## src/rtl/calc_sequencer.sv

```systemverilog
// calc_sequencer
//   Command sequencer in front of an external combinational ALU. Accepts one
//   command at a time, drives the ALU operands for EXEC_CYCLES clocks, folds
//   the ALU flags into a 2-bit status and holds the response until consumed.
//   Owns a 32-bit accumulator that supplies the P operand.
//
// Ports
//   clk, rst          clock, asynchronous active-high reset
//   cmd_valid/ready   command handshake
//   cmd_op            0 add, 1 sub, 2 mult, 3 div, 4 mod, E load, F clear
//   cmd_operand       Q operand or load value
//   alu_p/q/op        ALU operand/opcode outputs (held outside EXEC)
//   alu_result        ALU result input
//   alu_div_zero      ALU divide-by-zero flag (div or mod)
//   alu_overflow      ALU add/sub overflow flag
//   rsp_valid/ready   response handshake
//   rsp_result        result of the completed command
//   rsp_status        00 ok, 01 div-zero, 10 overflow/range, 11 illegal op
//   acc               accumulator
//   busy              high whenever not IDLE
//
// State | Meaning
// IDLE  | waiting for a command, cmd_ready high
// EXEC  | ALU operands held; result sampled when the down-counter hits zero
// RESP  | response held until rsp_ready
module calc_sequencer #(
  parameter int EXEC_CYCLES = 2
) (
  input  logic        clk,
  input  logic        rst,
  input  logic        cmd_valid,
  output logic        cmd_ready,
  input  logic [3:0]  cmd_op,
  input  logic [15:0] cmd_operand,
  output logic [15:0] alu_p,
  output logic [15:0] alu_q,
  output logic [3:0]  alu_op,
  input  logic [31:0] alu_result,
  input  logic        alu_div_zero,
  input  logic        alu_overflow,
  output logic        rsp_valid,
  input  logic        rsp_ready,
  output logic [31:0] rsp_result,
  output logic [1:0]  rsp_status,
  output logic [31:0] acc,
  output logic        busy
);

  typedef enum logic [1:0] {
    IDLE = 2'd0,
    EXEC = 2'd1,
    RESP = 2'd2
  } stateT;

  localparam logic [3:0] OP_ADD   = 4'h0;
  localparam logic [3:0] OP_SUB   = 4'h1;
  localparam logic [3:0] OP_DIV   = 4'h3;
  localparam logic [3:0] OP_MOD   = 4'h4;
  localparam logic [3:0] OP_LOAD  = 4'hE;
  localparam logic [3:0] OP_CLEAR = 4'hF;

  localparam logic [1:0] ST_OK    = 2'b00;
  localparam logic [1:0] ST_DIVZ  = 2'b01;
  localparam logic [1:0] ST_RANGE = 2'b10;
  localparam logic [1:0] ST_ILL   = 2'b11;

  // Counter is loaded with EXEC_CYCLES-1 so that terminal count (zero)
  // marks the last EXEC cycle.
  localparam logic [3:0] EXEC_LOAD = 4'(EXEC_CYCLES - 1);

  stateT       state, nextState;
  logic [3:0]  execCnt;
  logic        accept;
  logic        isAluOp;
  logic        accFits;
  logic        execDone;

  always_ff @(posedge clk or posedge rst) begin
    if (rst) state <= IDLE;
    else     state <= nextState;
  end

  always_comb begin
    nextState = state;
    accept    = 1'b0;
    isAluOp   = (cmd_op <= OP_MOD);
    // The ALU P port is only 16 bits wide; a wider accumulator is a range error.
    accFits   = (acc[31:16] == 16'h0000);
    execDone  = (state == EXEC) && (execCnt == 4'd0);
    cmd_ready = (state == IDLE) && !rst;
    busy      = (state != IDLE);
    rsp_valid = (state == RESP);
    case (state)
      IDLE: begin
        if (cmd_valid) begin
          accept = 1'b1;
          if (isAluOp && accFits) nextState = EXEC;
          else                    nextState = RESP;
        end
      end
      EXEC: if (execDone) nextState = RESP;
      RESP: if (rsp_ready) nextState = IDLE;
      default: nextState = IDLE;
    endcase
  end

  always_ff @(posedge clk or posedge rst) begin
    if (rst) begin
      execCnt    <= 4'd0;
      acc        <= 32'd0;
      rsp_result <= 32'd0;
      rsp_status <= 2'b00;
      alu_p      <= 16'd0;
      alu_q      <= 16'd0;
      alu_op     <= 4'd0;
    end else if (accept) begin
      if (isAluOp) begin
        if (accFits) begin
          alu_p   <= acc[15:0];
          alu_q   <= cmd_operand;
          alu_op  <= cmd_op;
          execCnt <= EXEC_LOAD;
        end else begin
          rsp_status <= ST_RANGE;
          rsp_result <= 32'd0;
        end
      end else if (cmd_op == OP_LOAD) begin
        acc        <= {16'h0000, cmd_operand};
        rsp_result <= {16'h0000, cmd_operand};
        rsp_status <= ST_OK;
      end else if (cmd_op == OP_CLEAR) begin
        acc        <= 32'd0;
        rsp_result <= 32'd0;
        rsp_status <= ST_OK;
      end else begin
        rsp_status <= ST_ILL;
        rsp_result <= 32'd0;
      end
    end else if (state == EXEC) begin
      if (!execDone) begin
        execCnt <= execCnt - 4'd1;
      end else if ((alu_op == OP_DIV || alu_op == OP_MOD) && alu_div_zero) begin
        rsp_status <= ST_DIVZ;
        rsp_result <= 32'd0;
      end else if ((alu_op == OP_ADD || alu_op == OP_SUB) && alu_overflow) begin
        rsp_status <= ST_RANGE;
        rsp_result <= alu_result;
      end else begin
        // Mult ignores the overflow flag; its full 32-bit product is valid.
        rsp_status <= ST_OK;
        rsp_result <= alu_result;
        acc        <= alu_result;
      end
    end
  end

endmodule

```

## config.mk

```make
export PLATFORM = sky130hd
export DESIGN_NAME = calc_sequencer
export DESIGN_NICKNAME = d
export VERILOG_FILES = /design/src/rtl/calc_sequencer.sv
export SDC_FILE = /design/constraint.sdc
export NUM_CORES = 1
export LEC_CHECK = 0
export ABC_AREA = 1
export BUFFER_PORTS_ARGS = -buffer_cell sky130_fd_sc_hd__buf_2
export CORE_UTILIZATION = 47
export CTS_CLUSTER_DIAMETER = 80
export DETAILED_ROUTE_END_ITERATION = 10
export MAX_ROUTING_LAYER = met4
export PLACE_DENSITY_LB_ADDON = 0.1
export SLEW_MARGIN = 0
export SYNTH_ARGS = -nofsm -noshare
export SYNTH_HDL_FRONTEND = slang
export SYNTH_SLANG_ARGS = --single-unit
```

## constraint.sdc

```tcl
create_clock -name clk -period 3.3 [get_ports clk]
set_clock_uncertainty 0.2 [all_clocks]
set_input_delay 0.33 -clock clk [delete_from_list [all_inputs] [get_ports clk]]
set_output_delay 0.33 -clock clk [all_outputs]
set_load 0.02 [all_outputs]
```

== Word-level counts from Yosys, hierarchy flattened ==
Cells that the tools add are included.
W data, S select, Z words.
Operators by class
  $add $sub $neg: 1
  $lt $le $gt $ge: 1
  reduce and logical (&&, ||, !) cells: 20
  eq/ne operators: 18
  muxes and demuxes: 36
Operators by type and width (count)
  $mux W32: 14
  $mux W2: 13
  $mux W4: 5
  $logic_not A16 Y1: 1
  $mux W16: 1
  $ne A2 B2 Y1 const B: 6
  $reduce_and A3 Y1: 3
  $eq A4 B4 Y1 const B: 2
  $logic_not A4 Y1: 2
  $ne A2 B1 Y1 const B: 3
  $pmux W2 S3: 1
  $reduce_and A6 Y1: 1
  $reduce_bool A2 Y1: 3
  $logic_and A1 B1 Y1: 5
  $eq A4 B1 Y1 const B: 1
  $eq A4 B2 Y1 const B: 1
  $eq A4 B3 Y1 const B: 1
  $le A4 B3 Y1 const B: 1
  $reduce_and A4 Y1: 1
  $sub A4 B1 Y4 const B: 1
  $ne A3 B1 Y1 const B: 1
  $ne A3 B3 Y1 const B: 1
  $eq A2 B1 Y1 const B: 1
  $eq A2 B2 Y1 const B: 1
  other kinds (4): 6
Word-level totals
  flip-flop bits (word level): 108
  output and inout bits: 105
  input port bits: 58
  word-level logic and storage cells: 84

== Depth between registers and ports, before layout ==
  word-level depth: 8
  gate-level depth with buffers: 10
  gate-level depth less buffers: 9

== Worst setup path before layout ==
Ideal clock, no wire load.
  kind: reg-to-output
  start point: reg state[1]
  end point: out cmd_ready
  data arrival time: 1352 ps
  required time: 2770 ps
  path slack: 1418 ps
  stages on the path, launching flop included: 5
  path buffers: 1
  path through: dfrtp_1 > nor2_4 > clkbuf_1 > inv_1 > nor2_1
Between the ends
  word-level cells in the longest chain between the ends: 2
RTL lines
  start: declaration: line 71  | stateT state, nextState;
  start signal: assignment: line 80  | else state <= nextState;
  $logic_not A2 Y1: line 90  | cmd_ready = (state == IDLE) && !rst;
  $logic_and A1 B1 Y1: line 90
  end: declaration: line 32  | output logic cmd_ready,
No other way between the ends.

== Worst setup path in the final report ==
  start point: reg state[1]
  end point: reg acc[29]
Between the ends
  word-level cells in the longest chain between the ends: 4
  elaborated cells on any way between the ends: 12
  those cells by class: eq/ne: 5; mux: 2; reduce/logical: 5
RTL lines
  $logic_not A2 Y1 / $eq A2 B1 Y1 (equally long branches): line 93, 89, 139
  $mux W1 / $logic_and A1 B1 Y1 (equally long branches): line 93, 89
  $ne A3 B1 Y1 (no line), or another cell as far along
  $reduce_and A6 Y1 (no line)
  end signal: assignment: line 128  | acc <= {16'h0000, cmd_operand};
  end signal: assignment: line 152  | acc <= alu_result;
  end: declaration: line 45  | output logic [31:0] acc,
Parallel ways exist; a longest one is shown, timed or not.
A chain may end at the register's enable or synchronous reset.

==> flow_metrics.py <==
metrics = {
    "critical_path": {
        "crit_path_start_kind": "flip-flop",
        "rrSetupSlack_ps": 500,
        "cp-end-kind": "flip-flop",
        "cp_slowest_cell": "nand3_2",
        "cp_top_family": "simple AND/OR/NAND/NOR gates",
        "cp.arrival_ps": 2830,
        "rr_endpoint": "acc[29]$_DFFE_PP0P_",
        "worstPathRequired_ps": 3330,
        "worst-path-buf-inv": 1,
        "r2r_cells": 7,
        "critPathKind": "reg2reg",
        "r2r_start": "state[1]$_DFFE_PP0P_",
        "worstSetupStartpoint": "state[1]$_DFFE_PP0P_",
        "path_max_fanout": 32,
        "max_stage_delay_ps": 520,
        "cp_cell_sequence": "nor2_4 > nand2_2 > buf_4 > nand3_2 > nand3_2 > nand2_1 > nand2_1",
    },
    "floorplan": {
        "die_h_microns": 108.6,
        "rows": 38,
        "start_util_pct": 48.84,
        "die_x_microns": 108.6,
        "io_pins": 163,
        "die_area_sq_um": 11800,
        "core-area_sq_um": 10940,
    },
    "detailed_routing": {
        "wl_per_cell_microns": 15.43,
        "drt-pass1-iter-count": 5,
        "drt_iter0_drc": 437,
        "vias_per_cell": 5.264,
        "ant_nets": 0,
        "wl_mm": 15.32,
        "vias": 5227,
        "drc": 0,
    },
    "placement": {
        "place_congestion": 0.9056,
        "io_buffers": 162,
        "hpwl_mm": 10.65,
        "dp_cells": 976,
    },
    "clocking": {
        "cts_tree": "yes",
        "clk_latency_ps": 350,
        "cts_buffers": 9,
        "post_cts_buffers": 0,
        "cts_hold_buf": 2,
        "clkSinkCount": 108,
        "clockBufferDepth": 2,
        "cts_resized": 0,
        "cts-root-buf": "clkbuf_16",
        "htree_levels": 3,
        "cts.clk_slew.worst_paths_ps": 70,
    },
    "global_route": {
        "antenna_found_initial": 0,
        "grtUsageMet3_pct": 3.255,
        "grt_pass1_wl_mm": 24.38,
        "grt.busiest_layer": "met1",
        "first_global_vias": 4752,
        "overflow": 0,
        "grt_max_degree": 109,
        "grt_use_total_pct": 27.89,
        "grt_use_met1_pct": 41.79,
        "globalRouteMet2Util_pct": 38.92,
    },
    "hold_path": {
        "hold_path_class": "in2reg",
        "worstHoldEndpoint": "alu_q[6]$_DFFE_PP0P_",
        "hold_depth": 3,
        "min_from": "cmd_operand[6]",
    },
    "synth": {
        "synth-seq-cells": 108,
        "yosysUniqueCellTypes": 24,
        "synth_area_sq_um": 5341,
        "avgSynthCellArea_sq_um": 7.534,
        "synth-seq-area-share_pct": 50.60,
        "yosys_warnings": 0,
        "synth_nets": 768,
        "syn_inst": 709,
    },
    "pwr": {
        "peakVddDrop_mv": 0.4321,
        "clkPwrFrac_pct": 21.0,
        "p_seq_share_pct": 41.2,
        "p_int_mw": 2.899,
        "p_sw_mw": 2.123,
        "switching_share_pct": 42.27,
        "p_comb_share_pct": 37.8,
        "p_per_area_nw_per_um2": 772.7,
        "power_leakage_nw": 3.990,
    },
    "final_layout": {
        "layout_commonest_cell": "nand2_1",
        "antennaDiodeCount": 0,
        "register_area_sq_um": 2703,
        "final_nets": 908,
        "drive_gt1_share_pct": 23.45,
        "multi_input_area_sq_um": 2213,
        "mostFrequentLayoutCells": "nand2_1, buf_2, dfrtp_1, nand3_1, inv_1",
        "stdcell_count": 993,
        "area_growth_pct": 21.67,
        "n_fill_cell": 1054,
    },
    "timing": {
        "hold_viol": 0,
        "post-route-min-period_ps": 2795,
        "rsz0062_at_grt": "no",
        "worst-slew-pin-transition_ps": 767.6,
        "holdWs_ps": 41.03,
        "clock.fmax_mhz": 357.7,
        "setup_tns_ps": 0,
        "max-slew-margin-rel_pct": 48.83,
        "post-route-period-util_pct": 84.71,
        "setup_viol": 0,
        "drv_slew": 0,
    },
    "job": {
        "cap_violations": 0,
    },
    "outcome": {
        "status": "finished, final reports clean",
    },
}
cells in the mapped netlist (all sizes together):
cell,count,area [sq um]
dfrtp,108,2703
o21ai,21,105.1
clkbuf,13,48.80
nand2,290,1094
ha,1,12.51
and2,1,6.260
xor2,1,8.760
or2,1,6.260
nand4,38,252.7
nor2,42,177.7
buf,32,175.2
a21oi,2,10.01
nand3,106,540.5
inv,53,201.4
worst min-delay path, delay by kind of cell:
kind	cells	cell delay (ps)
buf+inv	1	100
simple gates	2	130
per-layer routing:
| layer | vias to the layer above | part of all wire [%] |
|---|---|---|
| met4 | 0 | 1.4 |
| li1 | 2546 | - |
| met5 | - | 0 |
| met3 | 14 | 5.8 |
| met1 | 2476 | 48 |
| met2 | 191 | 45 |
state kept, by name (all words and copies together) (netlist names):
name / flops
acc: 32
rsp_result: 32
alu_p: 16
alu_q: 16
alu_op: 4
execCnt: 4
rsp_status: 2
state: 2
area by class of cell:
cell class              count  share of cell area [%]
multi-input cells         503                   34.06
inverters                  53                   3.157
well taps                 140                   2.695
repair buffers            174                   14.13
clock inverters             4                  0.4813
flip-flops and latches    108                   41.59
clock buffers              11                   3.889
through the flow:
stage / power [mW] / cell area, sq um / worst slack [ps] / utilization (%)
after floorplan: 3.276 / 5345 / 1418 / -
final: 5.022 / 6499 / 504.7 / 59.43
after detailed placement: 3.980 / 6195 / 548.7 / 56.65
after CTS: 5.044 / 6499 / 525.6 / 59.43
after global routing: 5.336 / 6499 / 263.0 / 59.43
after global placement: 3.939 / 6195 / 666.2 / 56.65
cells by family (layout without fill, tap and decap cells):
kind of cell / after synthesis / after routing / synth area share [%]
buffers and inverters: 98 / 242 / 7.964
adder cells (fa/ha/maj): 1 / 1 / 0.2342
XOR/XNOR: 1 / 1 / 0.1640
flip-flops: 108 / 108 / 50.60
AND/OR/NAND/NOR: 478 / 478 / 38.89
AO/OA/AOI/OAI: 23 / 23 / 2.155
power groups by stage:
stage	Clock (mW)	Sequential [mW]	Combinational [mW]
3_5_place_dp	0	2.08	1.90
5_1_grt	1.13	2.12	2.09
6_report	1.05	2.07	1.90
2_1_floorplan	0	2.53	0.751
4_1_cts	1.07	2.06	1.91
3_3_place_gp	0	2.07	1.87
how the worst max path moves through the flow:
stage	end	slack, ps	depth (start not counted)
2_1_floorplan	cmd_ready	1420	4
3_3_place_gp	acc[22]$_DFFE_PP0P_	670	7
3_5_place_dp	acc[6]$_DFFE_PP0P_	550	7
4_1_cts	acc[29]$_DFFE_PP0P_	530	7
5_1_grt	acc[29]$_DFFE_PP0P_	260	7
6_report	acc[29]$_DFFE_PP0P_	500	7
Note: power is estimated with default switching activity, not from simulation.
